$ cat src/rtl/uart_tx_fifo.sv
// Byte FIFO feeding a UART transmitter through a tx_en/tx_busy level handshake.
// Optional sticky overflow flag enabled by defining UART_TXF_OVERFLOW_EN.
module uart_tx_fifo #(
    parameter int DEPTH = 16,
    parameter int AW    = 4
) (
    input  logic          clk,
    input  logic          rst,
    input  logic          wr_en,
    input  logic [7:0]    wr_data,
    output logic          full,
    output logic          empty,
    output logic [AW:0]   count,
    output logic [7:0]    tx_data,
    output logic          tx_en,
    input  logic          tx_busy,
    input  logic          ovf_clr,
    output logic          overflow
);

    localparam logic [AW:0] FULL_COUNT = (AW+1)'(DEPTH);

    typedef enum logic [1:0] {
        IDLE      = 2'd0,
        LAUNCH    = 2'd1,
        WAIT_DONE = 2'd2
    } state_t;

    logic [7:0]    mem_r [DEPTH];
    logic [AW-1:0] wr_ptr_r;
    logic [AW-1:0] rd_ptr_r;
    logic [AW:0]   count_r;
    logic [AW:0]   count_s;
    logic          full_r;
    logic          empty_r;
    logic [7:0]    tx_data_r;
    logic [7:0]    tx_data_s;
    logic          tx_en_r;
    logic          tx_en_s;
    logic          overflow_r;
    logic          overflow_s;
    logic          push_s;
    logic          pop_s;
    state_t        state_r;
    state_t        state_s;

    assign full     = full_r;
    assign empty    = empty_r;
    assign count    = count_r;
    assign tx_data  = tx_data_r;
    assign tx_en    = tx_en_r;
    assign overflow = overflow_r;

    // A write is accepted only against the pre-edge fill level, even if a pop coincides.
    assign push_s = wr_en & ~full_r;

    // Drain FSM next-state and launch outputs; the pop happens only on IDLE->LAUNCH.
    always_comb begin
        state_s   = state_r;
        tx_en_s   = tx_en_r;
        tx_data_s = tx_data_r;
        pop_s     = 1'b0;
        case (state_r)
            IDLE: begin
                if (!empty_r && !tx_busy) begin
                    pop_s     = 1'b1;
                    tx_data_s = mem_r[rd_ptr_r];
                    tx_en_s   = 1'b1;
                    state_s   = LAUNCH;
                end else begin
                    tx_en_s = 1'b0;
                    state_s = IDLE;
                end
            end
            LAUNCH: begin
                if (tx_busy) begin
                    tx_en_s = 1'b0;
                    state_s = WAIT_DONE;
                end else begin
                    tx_en_s = 1'b1;
                    state_s = LAUNCH;
                end
            end
            WAIT_DONE: begin
                tx_en_s = 1'b0;
                if (!tx_busy) begin
                    state_s = IDLE;
                end else begin
                    state_s = WAIT_DONE;
                end
            end
            default: begin
                tx_en_s = 1'b0;
                state_s = IDLE;
            end
        endcase
    end

    // Fill level after this edge; simultaneous push and pop leave it unchanged.
    always_comb begin
        count_s = count_r;
        case ({push_s, pop_s})
            2'b10:   count_s = count_r + (AW+1)'(1);
            2'b01:   count_s = count_r - (AW+1)'(1);
            default: count_s = count_r;
        endcase
    end

`ifdef UART_TXF_OVERFLOW_EN
    // Sticky overflow: a dropped write wins over a same-cycle clear.
    always_comb begin
        overflow_s = overflow_r;
        if (wr_en && full_r) begin
            overflow_s = 1'b1;
        end else if (ovf_clr) begin
            overflow_s = 1'b0;
        end else begin
            overflow_s = overflow_r;
        end
    end
`else
    logic unused_ovf_clr_s;
    assign unused_ovf_clr_s = ovf_clr;

    // Overflow reporting compiled out.
    always_comb begin
        overflow_s = 1'b0;
    end
`endif

    // Storage array; contents are intentionally not reset.
    always_ff @(posedge clk) begin
        if (push_s) begin
            mem_r[wr_ptr_r] <= wr_data;
        end
    end

    // Pointers, flags, FSM and registered transmitter outputs.
    always_ff @(posedge clk) begin
        if (rst) begin
            wr_ptr_r   <= '0;
            rd_ptr_r   <= '0;
            count_r    <= '0;
            full_r     <= 1'b0;
            empty_r    <= 1'b1;
            tx_data_r  <= 8'h00;
            tx_en_r    <= 1'b0;
            overflow_r <= 1'b0;
            state_r    <= IDLE;
        end else begin
            if (push_s) begin
                wr_ptr_r <= wr_ptr_r + AW'(1);
            end
            if (pop_s) begin
                rd_ptr_r <= rd_ptr_r + AW'(1);
            end
            count_r    <= count_s;
            full_r     <= (count_s == FULL_COUNT);
            empty_r    <= (count_s == '0);
            tx_data_r  <= tx_data_s;
            tx_en_r    <= tx_en_s;
            overflow_r <= overflow_s;
            state_r    <= state_s;
        end
    end

endmodule

$ cat config.mk
export PLATFORM = sky130hd
export DESIGN_NAME = uart_tx_fifo
export DESIGN_NICKNAME = d
export VERILOG_FILES = /design/src/rtl/uart_tx_fifo.sv
export SDC_FILE = /design/constraint.sdc
export NUM_CORES = 1
export LEC_CHECK = 0
export CAP_MARGIN = 20
export CELL_PAD_IN_SITES_DETAIL_PLACEMENT = 1
export CELL_PAD_IN_SITES_GLOBAL_PLACEMENT = 2
export CORE_AREA = 2 2 113 115
export CTS_BUF_LIST = sky130_fd_sc_hd__clkbuf_8
export DETAILED_ROUTE_END_ITERATION = 8
export DIE_AREA = 0 0 115 117
export PLACE_DENSITY = 0.95
export SETUP_SLACK_MARGIN = 0.02
export SKIP_CTS_REPAIR_TIMING = 1
export SLEW_MARGIN = 20
export SYNTH_ARGS = -nofsm -noshare
export SYNTH_HDL_FRONTEND = slang
export SYNTH_SLANG_ARGS = --single-unit
$ cat constraint.sdc
create_clock -name clk -period 4.85 [get_ports clk]
set_input_delay 0.97 -clock clk [delete_from_list [all_inputs] [get_ports clk]]
set_output_delay 0.97 -clock clk [all_outputs]
set_load 0.1 [all_outputs]
# Yosys cells after proc, flatten, opt, wreduce, memory -nomap -nowiden

Memories as Yosys holds them, arrays and structs flattened. A register that Yosys moved wholly into a read port is not among the register bits.
Index checks and enable logic that the tools add are counted.
W data, S select, Z words.

Memories kept: 1
Logic and storage cells: 36
Bits in writable memories: 128
Register bits after elaboration: 18

Memory list:

| memory | depth | bits a word | rd ports | clocked after memory_dff | write ports | line | text |
|---|---|---|---|---|---|---|---|
| mem_r  | 16    | 8           | 1        | 1                        | 1           | 29   | `logic [7:0] mem_r [DEPTH];` |

$add $sub $neg: 4
Eq/ne operators: 5
Multiplexer cells: 11
Reductions and logical operators: 6
Bitwise logic cells: 2

Operators with widths:

| cell                  | number |
|---|---|
| $pmux W5 S2           | 1 |
| $add A4 B1 Y4 const B | 2 |
| $mux W1               | 6 |
| $pmux W2 S3           | 1 |
| $add A5 B1 Y5 const B | 1 |
| $eq A5 B5 Y1 const B  | 1 |
| $logic_not A5 Y1      | 1 |
| $sub A5 B1 Y5 const B | 1 |
| $eq A2 B1 Y1 const B  | 2 |
| $eq A2 B2 Y1 const B  | 2 |
| $mux W2               | 2 |
| $logic_not A1 Y1      | 2 |
| $logic_not A2 Y1      | 1 |
| $pmux W1 S2           | 1 |
| $reduce_and A2 Y1     | 1 |
| $and A1 B1 Y1         | 1 |
| $logic_and A1 B1 Y1   | 1 |
| $not A1 Y1            | 1 |

# Depth between registers and ports, before layout

Gate-level depths: netlist of the first run.

Depth after elaboration: 7
Mapped depth: 11

# Worst setup path after synthesis of the first run

Ideal clock, no wire load.

Path type: input-to-reg
From: input tx_busy
To: register full_r (netlist: full)
Stages: 11
Arrival time: 3254 ps
Slack: 1504 ps
Data required time: 4758 ps
Cells stage by stage: or4_1 buf_2 inv_2 ha_1 xor2_1 ha_1 mux2_2 o21ai_1 nand3_1 xor2_1 nor4bb_1

Longest elaborated chain between the ends: 7
Elaborated cells between the ends (all ways): 8

Ends and longest elaborated chain:

| what                                                | line | text |
|---|---|---|
| start, declared                                     | 16   | `input logic tx_busy,` |
| $logic_not A1 Y1 (*)                                | --   |  |
| $logic_and A1 B1 Y1 (*)                             | 65   | `if (!empty_r && !tx_busy) begin` |
| $mux W1 (*)                                         | 65   |  |
| $mux W1 (*)                                         | 63   | `case (state_r)` |
| net pop_s                                           | 43   | `logic pop_s;` |
| $eq A2 B1 Y1 / $eq A2 B2 Y1 (equally long branches) | 102  | `case ({push_s, pop_s})` |
| $pmux W5 S2 (*)                                     | 102  |  |
| $eq A5 B5 Y1 (*)                                    | 158  | `full_r <= (count_s == FULL_COUNT);` |
| end signal, assigned                                | 158  |  |
| end, declared                                       | 34   | `logic full_r;` |

Mark *: on every way through the listed nets, which the timed path passes. The rest lies on a longest branch.
A chain may end at the register's enable or synchronous reset.

# Worst setup path in the final report of the first run

Same ends and word-level chain as after synthesis.

==> metrics.md, run 1 <==
| Metric | Value |
|---|---|
| Achievable Freq | 274 MHz |
| Kind of critical path | in -> reg |
| Core Region | about 12000 um^2 |
| Clock Sinks | 154 |
| Starting Density | 0.500 |
| Post-detailed-route count of antenna-violating nets | 0 |
| CTS tree | done |
| Number of DRC markers in iteration 0 | 193 |
| Layout cell share with drive strength beyond 1 | 0.158 |
| Ys async rst share | 0 |
| Antenna violations before repair | 0 |
| Worst-skew pair later-pin latency | approximately 0.47 ns |
| Mapped Cells | 352 |
| Most frequent cell after synthesis | edfxtp_1 |
| Leakage power | 2.25 nW |
| Seq pwr share | 0.506 |
| Detailed Routing Iterations Pass 1 | 5 |
| First-pass GRT wire length | around 20000 um |
| EDFF count, synth | roughly 130 |
| Slew Viols, Final | 0 |
| Final min period | 3.64 ns |
| Netlist cell types | 43 |
| Period utilization | 0.751 |
| Worst endpoint required time | 5.21 ns |
| RR Startpoint | state_r[1] |
| Syn avg cell area | 17.5 um^2 |
| Top FF cell, synth | edfxtp_1 |
| Post-synthesis sequential area ratio | 0.709 |
| Yosys top cell area share | 0.625 |
| Total GRT Usage | 0.211 |
| Top cells by area, synth | edfxtp_1 (62%), dfxtp_1 (8.5%), mux4_2 (7.7%) |
| Wire per inst | between 20 and 25 um |
| Syn Std Cell Area | 6150 um^2 |
| Commonest cells in the netlist | edfxtp_1 (128), nor2_1 (33), dfxtp_1 (26) |
| Gate power share | 0.163 |
| Sum of negative setup slack | 0 ns |
| Tightest Pin Transition | 1.02 ns |
| CP Data Arrival Time | 4.00 ns |
| Final Non-Filler Cells | 549 |
| GPL Wtd Cong | 0.767 |
| Setup clock skew after layout | between 0.015 and 0.02 ns |
| Largest net degree at the start of global routing | 35 |
| Status | finished, final reports clean |
| N_diodes | 0 |
| Grt ovf | 0 |
| DP Cell Count | 516 |
| YS warnings | 0 |
| Worst R2R End | full |
| Synthesis-stage register bit count | 154 |
| CP Capture Point | full |
| DRC violation count after routing | 0 |
| DIE WIDTH | between 100 and 150 um |
| Max Cap Viol | 0 |
| I/O pins | 30 |
| Clock share of power | 0.331 |
| Synth Net Count | 373 |
| Setup crit start kind | input port |
| Pint | around 2.2 mW |
| Die Y | 117 um |
| Routed vias/inst | 5.84 |
| Synthesis-to-finish area growth | 12.8% |
| H-tree Lvls | 4 |
| Final Hold Fails | 0 |
| RSZ-0062 raised after global routing | no |
| CTS Root Cell | clkbuf_8 |
| CP max FO | 18 |
| Die area | 13500 um^2 |
| VDD IR-drop max | 0.421 mV |
| Worst setup EP type | flip-flop |
| Sw frac | 0.281 |
| Vias in the first global route | 3387 |
| Critical path startpoint | tx_busy |
| R2r setup slk | 1.80 ns |
| Worst-path clk slew | about 0.08 ns |
| Cell Rows | 41 |
| HPWL after DPL | 8030 um |
| CTS Buf Count | 17 |
| Via Count | 3208 |
| PwrDens | 433 nW/um^2 |
| R2R depth | 11 |
| Final setup violation count | 0 |
| Final #Nets | 407 |
| Routed WL | 12700 um |
| Max clock buf depth | 2 |
| IO buf count | 27 |
| Switching power | 0.845 mW |
| Worst slew margin | 0.318 |
| Synth area leader | edfxtp_1 |
| HP Class | reg -> reg |
[metrics by stage]
step / worst slack, ns / power, mW / cell area [um^2] / hold WS (ns) / utilization
6_report: 1.21 / 3.00 / 6940 / 0.502 / 0.564
2_1_floorplan: 1.50 / 1.94 / 6150 / 0.451 / -
5_1_grt: 0.964 / 3.12 / 6940 / 0.536 / 0.564
3_5_place_dp: 0.728 / 2.04 / 6520 / 0.483 / 0.530
3_3_place_gp: 0.863 / 2.02 / 6520 / 0.467 / 0.530
4_1_cts: 1.21 / 3.03 / 6930 / 0.506 / 0.563
[how the worst min path moves through the flow]
stage               startpoint         end  slack (ns)  depth (start not counted)
finish              tx_data[4]  tx_data[4]        0.50                          2
global route        tx_data[1]  tx_data[1]        0.54                          2
CTS                 tx_data[1]  tx_data[1]        0.51                          2
detailed placement  tx_data[1]  tx_data[1]        0.48                          2
global placement    state_r[1]       tx_en        0.47                          1
floorplan           state_r[1]  state_r[0]        0.45                          1
[power by group through the flow]
| stage | Combinational, mW | Sequential [mW] | Clock (mW) |
|---|---|---|---|
| 2_1_floorplan | 0.261 | 1.68 | 0 |
| 3_3_place_gp | 0.475 | 1.55 | 0 |
| 3_5_place_dp | 0.492 | 1.55 | 0 |
| 4_1_cts | 0.494 | 1.52 | 1.01 |
| 5_1_grt | 0.526 | 1.53 | 1.07 |
| 6_report | 0.490 | 1.52 | 0.993 |
[flip-flops by register name, indices dropped and copies added (netlist names)]
register and cells:
count 5, empty 1, full 1, mem_r 128, rd_ptr_r 4, state_r 2
tx_data 8, tx_en 1, wr_ptr_r 4
[layout make-up]
cell class | count | area [um^2]
Inverter | 7 | 26.3
Multi-Input combinational cell | 171 | 1620
Clock inverter | 15 | 169
Sequential cell | 154 | 4370
Fill cell | 1136 | 5370
Clock buffer | 17 | 234
Timing Repair Buffer | 35 | 334
Tap cell | 150 | 188
[cell usage in the layout, fill, tap and decap left out, types with 3 or more instances in the layout]
cell type	count
edfxtp_1	128
nor2_1	33
clkdlybuf4s50_1	27
dfxtp_1	24
a21oi_1	22
mux4_2	21
clkbuf_8	17
a22oi_1	16
nand2_1	12
mux4_1	11
ha_1	8
buf_4	7
inv_1	6
xor2_1	6
nor2b_1	5
nor3_1	5
xnor2_1	5
inv_6	4
nand2b_1	3
bufinv_16	3
clkinv_1	3
clkinv_2	3
[worst max-delay path, cell delays in order]
cell             delay, ns
clkdlybuf4s50_1       0.46
or4_1                 0.49
buf_4                 0.22
inv_2                 0.13
ha_1                  0.31
xor2_1                0.19
ha_1                  0.22
mux2_2                0.34
o21ai_1               0.11
nand3_1               0.10
xor2_1                0.18
nor4bb_1              0.27
[cell families (layout without fill, tap and decap cells)]
kind of cell | count (synthesis) | count (layout) | share of synthesized area
compound gates | 48 | 48 | 0.0504
xor+xnor | 11 | 11 | 0.0157
fa+ha+maj | 8 | 8 | 0.0163
buf+inv | 27 | 74 | 0.0273
flops | 154 | 154 | 0.709
mux | 35 | 35 | 0.129
other cells | 1 | 1 | 0.000610
simple gates | 68 | 68 | 0.0515
[layer usage]
layer,track usage,wire length (um),share of wire
met1,0.273,5500,0.43
met2,0.347,6500,0.51
met3,0.0664,580,0.046
met4,0.0627,104,0.0082
met5,0,0,0
Power figures use the tool's default switching activity.
==> run 2: changes to the inputs <==
--- a/config.mk
+++ b/config.mk
@@ -8,11 +8,11 @@
 export CAP_MARGIN = 20
 export CELL_PAD_IN_SITES_DETAIL_PLACEMENT = 1
 export CELL_PAD_IN_SITES_GLOBAL_PLACEMENT = 2
-export CORE_AREA = 2 2 113 115
+export CORE_AREA = 2 2 118 120
 export CTS_BUF_LIST = sky130_fd_sc_hd__clkbuf_8
 export DETAILED_ROUTE_END_ITERATION = 8
-export DIE_AREA = 0 0 115 117
-export PLACE_DENSITY = 0.95
+export DIE_AREA = 0 0 120 122
+export PLACE_DENSITY = 0.89
 export SETUP_SLACK_MARGIN = 0.02
 export SKIP_CTS_REPAIR_TIMING = 1
 export SLEW_MARGIN = 20
==> constraint.sdc (replaced) <==
create_clock -name clk -period 3.7 [get_ports clk]
set_input_delay 0.74 -clock clk [delete_from_list [all_inputs] [get_ports clk]]
set_output_delay 0.74 -clock clk [all_outputs]
set_load 0.1 [all_outputs]
==> run 2 against run 1 <==
Net effect:
- wire length up 5.2%
- via count rose by 2.3%
- clock-buffer cell count is the same
- flip-flop and latch count is the same
- worst setup slack worse by 0.75 ns
- combinational power rose by 35%
- largest cell class unchanged
==> metrics.md, run 2 (synthesized netlist as in run 1, its figures left out) <==
| Metric | Value |
|---|---|
| R2R depth | 10 (-1) |
| Seq pwr share | 0.505 (about the same) |
| HP Class | reg -> reg |
| Wire length on met2 | 6850 um (+5.4%) |
| Grt ovf | 0 (unchanged) |
| Leading cell type in the layout, fill and taps excluded | edfxtp_1 |
| Total GRT Usage | 0.199 (-0.0124) |
| Worst slew margin | 0.337 (+0.0190) |
| First-pass GRT wire length | 20800 um (+4.1%) |
| Achievable Freq | 308 MHz |
| GPL Wtd Cong | 0.723 (-5.7%) |
| Worst-path clk slew | 0.08 ns (about the same) |
| Slew Viols, Final | 0 (unchanged) |
| I/O pins | 30 (unchanged) |
| Detailed Routing Iterations Pass 1 | 4 (-1) |
| Cell Rows | 43 (+4.9%) |
| WL met1 | 5410 um (-1.7%) |
| Period utilization | 0.877 |
| PwrDens | 559 nW/um^2 (+29%) |
| Sw frac | 0.283 (+0.00175) |
| Final Hold Fails | 0 (unchanged) |
| Max Cap Viol | 0 (unchanged) |
| Most frequent cells in the layout | edfxtp_1 (128), nor2_1 (33), clkdlybuf4s50_1 (26) |
| Gate power share | 0.167 (+0.004) |
| Routed vias/inst | 5.54 (-5.3%) |
| Tightest Pin Transition | 0.991 ns (-0.0284 ns) |
| Clock share of power | 0.328 (-0.003) |
| Setup WS post-layout | 0.456 ns (-0.750 ns) |
| Worst endpoint required time | 4.05 ns (-1.16 ns) |
| CTS Root Cell | clkbuf_8 |
| Die area | 14600 um^2 (+8.8%) |
| IO buf count | 27 (unchanged) |
| Setup clock skew after layout | 0.0152 ns (-0.00281 ns) |
| Critical path startpoint | tx_busy |
| Setup crit start kind | input port |
| Setup WS pre-CTS | -0.000209 ns (-0.728 ns) |
| CP bufs+invs | 2 (-1) |
| R2r setup slk | 0.83 ns (-0.97 ns) |
| Via Count | 3283 (+2.3%) |
| H-tree Lvls | 4 (unchanged) |
| Pint | 2.84 mW (+31%) |
| CP Capture Point | full |
| Slowest cell on crit path | or4_1 |
| Wire per inst | 22.5 um (-2.6%) |
| Routed WL | 13300 um (+5.2%) |
| Final min period | 3.24 ns |
| Switching power | 1.12 mW (+32%) |
| Synthesis-to-finish area growth | 15.0% |
| Area after DPL | 6670 um^2 (+2.3%) |
| HPWL after DPL | 8880 um (+10%) |
| Leakage power | 2.32 nW (+3.2%) |
| Die Y | 122 um (+4.3%) |
| Clock Sinks | 154 (unchanged) |
| DIE WIDTH | 120 um (+4.3%) |
| Core Region | 13500 um^2 (+9.7%) |
| Worst-skew pair later-pin latency | 0.45 ns (-0.02 ns) |
| Largest register by flop count | mem_r |
| CP Depth | 11 (-1) |
| Largest register FFs | 128 (unchanged) |
| Kind of critical path | in -> reg |
| Vias in the first global route | 3575 (+5.6%) |
| Met3 wire length | 746 um (+29%) |
| Antenna violations before repair | 0 (unchanged) |
| Starting Density | 0.456 (-0.0441) |
| Max Used Layer | met4 |
| Layout cell share with drive strength beyond 1 | 0.191 (+0.0334) |
| Number of DRC markers in iteration 0 | 309 (+60%) |
| Worst setup EP type | flip-flop |
| Max clock buf depth | 2 (unchanged) |
| CTS tree | done |
| CP Cell Sequence | clkdlybuf4s50_1 > or4_1 > inv_2 > ha_1 > xor2_1 > ha_1 > mux2_2 > o21ai_1 > nand3_1 > xor2_1 > nor4bb_1 |
| Post-detailed-route count of antenna-violating nets | 0 (unchanged) |
| VDD IR-drop max | 0.235 mV (-44%) |
| Finished Cell Area | 7080 um^2 (+2.0%) |
| RSZ-0062 raised after global routing | no |
| Largest net degree at the start of global routing | 35 (unchanged) |
| RR Startpoint | state_r[1] |
| CP peak stage delay | 0.53 ns (+0.04 ns) |
| DRC violation count after routing | 0 (unchanged) |
| Final setup violation count | 0 (unchanged) |
| Delay-heaviest family, CP | simple AND/OR/NAND/NOR gates |
| N_diodes | 0 (unchanged) |
| CP max FO | 7 (-11) |
| Worst R2R End | full |
| Status | finished, final reports clean |
| CTS Buf Count | 17 (unchanged) |
| CP Data Arrival Time | 3.59 ns (-0.41 ns) |
| Final #Nets | 421 (+3.4%) |
## run 2: tightest hold or removal path, stage by stage (launching register included)
cell and delay, ns:
dfxtp_1 0.34, a21oi_1 0.06, nor2_1 0.07
## run 2: worst min-delay path by stage
stage | depth (start not counted) | from | to
global route | 2 | tx_data[5] | tx_data[5]
global placement | 1 | state_r[1] | tx_en
floorplan | 1 | state_r[1] | state_r[0]
detailed placement | 2 | tx_data[5] | tx_data[5]
finish | 2 | tx_data[2] | tx_data[2]
CTS | 2 | tx_data[5] | tx_data[5]
## run 2: power by group through the flow
stage / Sequential [mW] / Clock [mW] / Combinational, mW
after global placement: 2.03 / 0 / 0.640
after floorplan: 2.20 / 0 / 0.342
after global routing: 2.01 / 1.38 / 0.707
final: 2.00 / 1.30 / 0.662
after detailed placement: 2.04 / 0 / 0.664
after CTS: 2.00 / 1.31 / 0.668
## run 2: per-layer routing
metal | global-route usage | vias up
li1 | - | 1479
met1 | 0.246 | 1671
met2 | 0.331 | 111
met3 | 0.0463 | 22
met4 | 0.0956 | 0
met5 | 0 | -
## run 2: cell type report
type	count	area (um^2)
clock inverter	15	175
tap	180	225
timing repair buffer	49	430
fill	1276	6430
clock buffer	17	234
sequential	154	4370
inverter	7	26.3
multi-input combinational	171	1620
## run 2: metrics by stage
step	power (mW)	utilization	hold slack (ns)	setup TNS, ns	cells
CTS	3.98	0.524	0.505	0	593
floorplan	2.54	-	0.451	0	352
global route	4.10	0.524	0.529	0	593
detailed placement	2.70	0.494	0.487	-0.000209	561
finish	3.96	0.524	0.504	0	593
global placement	2.67	0.494	0.466	0	561
==> run 3: changes to the inputs <==
--- a/config.mk
+++ b/config.mk
@@ -13,6 +13,7 @@
 export DETAILED_ROUTE_END_ITERATION = 8
 export DIE_AREA = 0 0 120 122
 export PLACE_DENSITY = 0.89
+export REMOVE_ABC_BUFFERS = 1
 export SETUP_SLACK_MARGIN = 0.02
 export SKIP_CTS_REPAIR_TIMING = 1
 export SLEW_MARGIN = 20
==> run 3 against run 2 <==
Net effect:
- critical path depth stayed put
- wire length is 5.6% lower
- final area is 0.51% lower
- sequential share of layout area is 0.32 points higher
- critical endpoint unchanged
- largest cell class unchanged
- highest routed layer unchanged
==> metrics.md, run 3 (synthesized netlist as in run 1, its figures left out) <==
| Metric | Value |
|---|---|
| Clock Sinks | 154 (unchanged) |
| Post-detailed-route count of antenna-violating nets | 0 (unchanged) |
| Hold path depth | 1 (-1) |
| Seq pwr share | 0.508 (+0.003) |
| Met3 wire length | 645 um (-14%) |
| Leading cell type in the layout, fill and taps excluded | edfxtp_1 |
| Worst setup EP type | flip-flop |
| HP Class | reg -> reg |
| Clock share of power | 0.329 (about the same) |
| Final Non-Filler Cells | 586 (-1.2%) |
| HPWL after DPL | 8570 um (-3.4%) |
| First-pass GRT wire length | 19500 um (-6.0%) |
| Setup clock skew after layout | 0.0109 ns (-0.00431 ns) |
| DIE WIDTH | 120 um (unchanged) |
| Period utilization | 0.831 (-0.0460) |
| Sum of negative setup slack | 0 ns (unchanged) |
| Final min period | 3.07 ns (-0.170 ns) |
| Slew Viols, Final | 0 (unchanged) |
| Worst R2R End | full |
| Grt ovf | 0 (unchanged) |
| Max Used Layer | met4 |
| Setup crit start kind | input port |
| Final setup violation count | 0 (unchanged) |
| Largest register FFs | 128 (unchanged) |
| Register area | 4370 um^2 (unchanged) |
| Layout cell share with drive strength beyond 1 | 0.170 (-0.0213) |
| Most frequent cells in the layout | edfxtp_1 (128), nor2_1 (33), clkdlybuf4s50_1 (27) |
| WL met1 | 5250 um (-2.9%) |
| Number of DRC markers in iteration 0 | 273 (-12%) |
| Routed WL | 12600 um (-5.6%) |
| Achievable Freq | 325 MHz (+5.5%) |
| Final #Nets | 414 (-1.7%) |
| Vias in the first global route | 3443 (-3.7%) |
| Wire per inst | 21.5 um (-4.5%) |
| Min-Delay Endpoint | tx_en |
| CP Data Arrival Time | 3.42 ns (-0.17 ns) |
| Largest net degree at the start of global routing | 27 (-23%) |
| Kind of critical path | in -> reg |
| Wire length on met2 | 6610 um (-3.5%) |
| Tightest Pin Transition | 1.07 ns (+0.0826 ns) |
| Pint | 2.84 mW (+0.28%) |
| Synthesis-to-finish area growth | 14.4% |
| Sw frac | 0.280 (-0.00345) |
| Starting Density | 0.456 (unchanged) |
| CP max FO | 4 (-3) |
| Worst-path clk slew | 0.08 ns (about the same) |
| R2r setup slk | 0.99 ns (+0.16 ns) |
| CTS Root Cell | clkbuf_8 |
| Worst slew margin | 0.282 (-0.0553) |
| Die Y | 122 um (unchanged) |
| Number of fill cells | 1280 (+0.31%) |
| DRC violation count after routing | 0 (unchanged) |
| N_diodes | 0 (unchanged) |
| Leakage power | 2.30 nW (-1.1%) |
| Worst-skew pair later-pin latency | 0.44 ns (about the same) |
| Gate power share | 0.164 (-0.003) |
| Finished Cell Area | 7040 um^2 (-0.51%) |
| Routed vias/inst | 5.55 (+0.21%) |
| Max clock buf depth | 2 (unchanged) |
| Detailed Routing Iterations Pass 1 | 4 (unchanged) |
| Final Hold Fails | 0 (unchanged) |
| Die area | 14600 um^2 (unchanged) |
| Antenna violations before repair | 0 (unchanged) |
| Core Region | 13500 um^2 (unchanged) |
| Cell Rows | 43 (unchanged) |
| PwrDens | 561 nW/um^2 (+0.32%) |
| DP Cell Count | 554 (-1.2%) |
| VDD IR-drop max | 0.310 mV (+32%) |
| Area of the multi-input gates | 1620 um^2 (unchanged) |
| R2R depth | 10 (unchanged) |
| Area after DPL | 6630 um^2 (-0.60%) |
| Max Cap Viol | 0 (unchanged) |
| GPL Wtd Cong | 0.736 (+1.8%) |
| Largest register by flop count | mem_r |
| CTS tree | done |
| CTS Buf Count | 17 (unchanged) |
| H-tree Lvls | 4 (unchanged) |
| Status | finished, final reports clean |
| RSZ-0062 raised after global routing | no |
| I/O pins | 30 (unchanged) |
| RR Startpoint | state_r[1] |
| Total GRT Usage | 0.185 (-0.0133) |
| Via Count | 3251 (-0.97%) |
| IO buf count | 27 (unchanged) |
| Switching power | 1.10 mW (-1.4%) |
| Worst endpoint required time | 4.04 ns (about the same) |
| Hold Startpoint | state_r[1] |
## run 3: worst max-delay path by stage
stage	from	endpoint	slack, ns	cells past startpoint
floorplan	tx_busy	full	0.41	10
global placement	tx_busy	full	0.27	11
detailed placement	tx_busy	full	0.16	11
CTS	tx_busy	full	0.62	11
global route	tx_busy	full	0.43	11
finish	tx_busy	full	0.63	11
## run 3: critical path, cell delays in order
cell and delay [ns]:
clkdlybuf4s50_1 0.45, or4_1 0.54, inv_2 0.10, ha_1 0.18, xor2_1 0.08, ha_1 0.23, a21oi_1 0.19, xnor2_1 0.10
nor2_1 0.18, mux2i_1 0.33, nor4bb_1 0.30
## run 3: stage by stage
stage / power, mW / hold WS, ns / setup WS, ns / util
CTS: 3.98 / 0.521 / 0.616 / 0.521
finish: 3.95 / 0.513 / 0.626 / 0.521
global placement: 2.67 / 0.467 / 0.265 / 0.491
detailed placement: 2.69 / 0.501 / 0.163 / 0.491
global route: 4.10 / 0.538 / 0.432 / 0.521
floorplan: 2.49 / 0.451 / 0.408 / -
## run 3: power by group through the flow
stage          Sequential [mW]  Clock, mW  Combinational [mW]
5_1_grt                   2.02       1.40               0.690
3_3_place_gp              2.04          0               0.627
3_5_place_dp              2.05          0               0.649
2_1_floorplan             2.23          0               0.265
6_report                  2.00       1.30               0.647
4_1_cts                   2.01       1.32               0.651
## run 3: metal layers
| metal | global-route usage | up-vias |
|---|---|---|
| li1 | - | 1465 |
| met1 | 0.225 | 1689 |
| met2 | 0.315 | 92 |
| met3 | 0.0590 | 5 |
| met4 | 0.0640 | 0 |
| met5 | 0 | - |
## run 3: final cells by class
class,instances,area share
clock inverters,15,0.0247
clock buffers,17,0.0332
multi-input cells,171,0.230
inverters,7,0.00373
repair buffers,42,0.0562
well taps,180,0.0320
flip-flops and latches,154,0.620
==> RTL edit (settings of run 2) <==
`tx_data_r` no longer has a reset.
--- a/src/rtl/uart_tx_fifo.sv
+++ b/src/rtl/uart_tx_fifo.sv
@@ -145,3 +145,2 @@
             empty_r    <= 1'b1;
-            tx_data_r  <= 8'h00;
             tx_en_r    <= 1'b0;
@@ -159,3 +158,2 @@
             empty_r    <= (count_s == '0);
-            tx_data_r  <= tx_data_s;
             tx_en_r    <= tx_en_s;
@@ -166,2 +164,6 @@
 
+    always_ff @(posedge clk) begin
+        tx_data_r <= tx_data_s;
+    end
+
 endmodule
Check against the original RTL: differs if rst is asserted again (counterexample within 4 cycles, from zero or initial values and one cycle with rst high); with rst held inactive, the same outputs for 10 cycles.
==> RTL edit against run 2 <==
  * Cell area about the same
  * Sequential cell count did not move
  * Clock power shrank 9%
  * Die area unchanged
  * Hold slack gained 0.059 ns
  * Synthesized area grew 0.53%
  * Setup slack gained 0.20 ns
  * Clock skew is 0.0045 ns lower
  * Sequential share of layout area increased by 1.1 points
  * Register-to-register slack gained 0.22 ns
  * Total power fell by 2.4%
  * Global-route usage down 1.0 points
  * Critical endpoint unchanged
  * Routed wire length decreased by 3.0%
==> RTL edit: results (changes against run 2) <==
\begin{tabular}{lr}
\hline
Metric & Value \\
\hline
\multicolumn{2}{l}{\textbf{Status}} \\
Outcome & completed \\
\multicolumn{2}{l}{\textbf{Layout}} \\
Area Growth Syn to Fin & 14.40\% \\
Share of cells above drive strength 1 & 0.1984 (+0.007108) \\
FILL cells & 1207 (-5.4\%) \\
Final layout net count & 382 (-9.3\%) \\
Number of cells in the finished layout apart from fillers & 553 (-6.7\%) \\
\multicolumn{2}{l}{\textbf{Route}} \\
Drt initial violations & 245 (-21\%) \\
Final Routed Wirelength & 12950 um (-3.0\%) \\
Via Count & 3078 (-6.2\%) \\
\multicolumn{2}{l}{\textbf{Timing}} \\
Final setup slack of the worst path & 0.6519 ns (+0.1955 ns) \\
Hold Slack & 0.5629 ns (+0.05875 ns) \\
Layout Skew & 0.01066 ns (-0.004540 ns) \\
Worst max-slew margin expressed relative to the limit & 0.3323 (-0.004730) \\
\multicolumn{2}{l}{\textbf{Yosys}} \\
Mean cell area of the mapped netlist & 19.95 um\^{}2 (+14\%) \\
Top cells by instance count after synthesis & sky130\_fd\_sc\_hd\_\_edfxtp\_1, sky130\_fd\_sc\_hd\_\_nor2\_1, sky130\_fd\_sc\_hd\_\_mux4\_2, sky130\_fd\_sc\_hd\_\_mux4\_1, sky130\_fd\_sc\_hd\_\_dfxtp\_1 \\
Net count after synthesis & 331 (-11\%) \\
Synth top area cells & sky130\_fd\_sc\_hd\_\_edfxtp\_1, sky130\_fd\_sc\_hd\_\_mux4\_1, sky130\_fd\_sc\_hd\_\_mux4\_2 \\
Number of flops mapped to enable cells by yosys & 136 (+6.3\%) \\
\multicolumn{2}{l}{\textbf{Place}} \\
Routability-driven placement congestion ratio & 0.7544 (+4.3\%) \\
Placement-stage cell area & 6709 um\^{}2 (+0.54\%) \\
Post-placement cell count & 522 (-7.0\%) \\
Detailed Place HPWL & 8202 um (-7.6\%) \\
\multicolumn{2}{l}{\textbf{Setup path}} \\
Depth of the worst register-to-register path & 9 (-1) \\
Critical Path AT & 3.38 ns (-0.21 ns) \\
\multicolumn{2}{l}{\textbf{Global route}} \\
Global-route usage over all layers & 0.1882 (-0.01044) \\
Global-route wire length before repair & 19260 um (-7.2\%) \\
Via count of the first global-routing pass & 3198 (-11\%) \\
\multicolumn{2}{l}{\textbf{Pwr}} \\
Max rail drop VDD & 0.2768 mV (+18\%) \\
\hline
\end{tabular}
## RTL edit: cell types whose count changed in the layout (fill, tap and decap cells not counted), moves of 8 or more
cell,delta
sky130_fd_sc_hd__mux4_1,+8
sky130_fd_sc_hd__a21oi_1,-17
sky130_fd_sc_hd__dfxtp_1,-8
sky130_fd_sc_hd__nor2_1,-8
sky130_fd_sc_hd__a22oi_1,-16
sky130_fd_sc_hd__edfxtp_1,+8
## RTL edit: final cells by class
cell class,count,area share
clock inverters,14,0.01874
repair buffers,48,0.06048
inverters,6,0.003183
multi-input cells,134,0.2244
clock buffers,17,0.03307
well taps,180,0.03183
flip-flops and latches,154,0.6283
## RTL edit: cell families (layout without fill, tap and decap cells)
family,count (synthesis),after routing,share of synthesized area
multiplexers,44,44,0.1639
buffers and inverters,22,85,0.02610
AND/OR/NAND/NOR,55,55,0.04289
XOR/XNOR,11,11,0.01558
AO/OA/AOI/OAI,15,15,0.01619
other,1,1,0.0006063
flip-flops,154,154,0.7186
adder cells (fa/ha/maj),8,8,0.01619
## RTL edit: routing by layer
layer / global-route usage / part of all wire / up-vias
li1: - / - / 1353
met1: 0.2370 / 0.39 / 1588
met2: 0.3129 / 0.52 / 105
met3: 0.03699 / 0.063 / 32
met4: 0.09559 / 0.032 / 0
met5: 0 / 0 / -
## RTL edit: critical path: stages
cell	delay (ns)
sky130_fd_sc_hd__clkdlybuf4s50_1	0.49
sky130_fd_sc_hd__nor4_4	0.27
sky130_fd_sc_hd__ha_1	0.36
sky130_fd_sc_hd__xor2_1	0.20
sky130_fd_sc_hd__ha_1	0.22
sky130_fd_sc_hd__mux2_2	0.35
sky130_fd_sc_hd__o21ai_0	0.16
sky130_fd_sc_hd__nand3_1	0.13
sky130_fd_sc_hd__xor2_1	0.18
sky130_fd_sc_hd__nor4bb_1	0.28
## RTL edit: worst paths after layout
kind	endpoint
worst max register to register	full
worst max-delay path	full
worst min-delay path	count[4]
worst min register to register	count[4]
## RTL edit: power breakdown
group | switching (mW) | internal [mW] | total (mW)
Sequential | 0.0528 | 1.96 | 2.01
Combinational | 0.419 | 0.251 | 0.670
Clock | 0.599 | 0.586 | 1.18
Total | 1.07 | 2.79 | 3.86
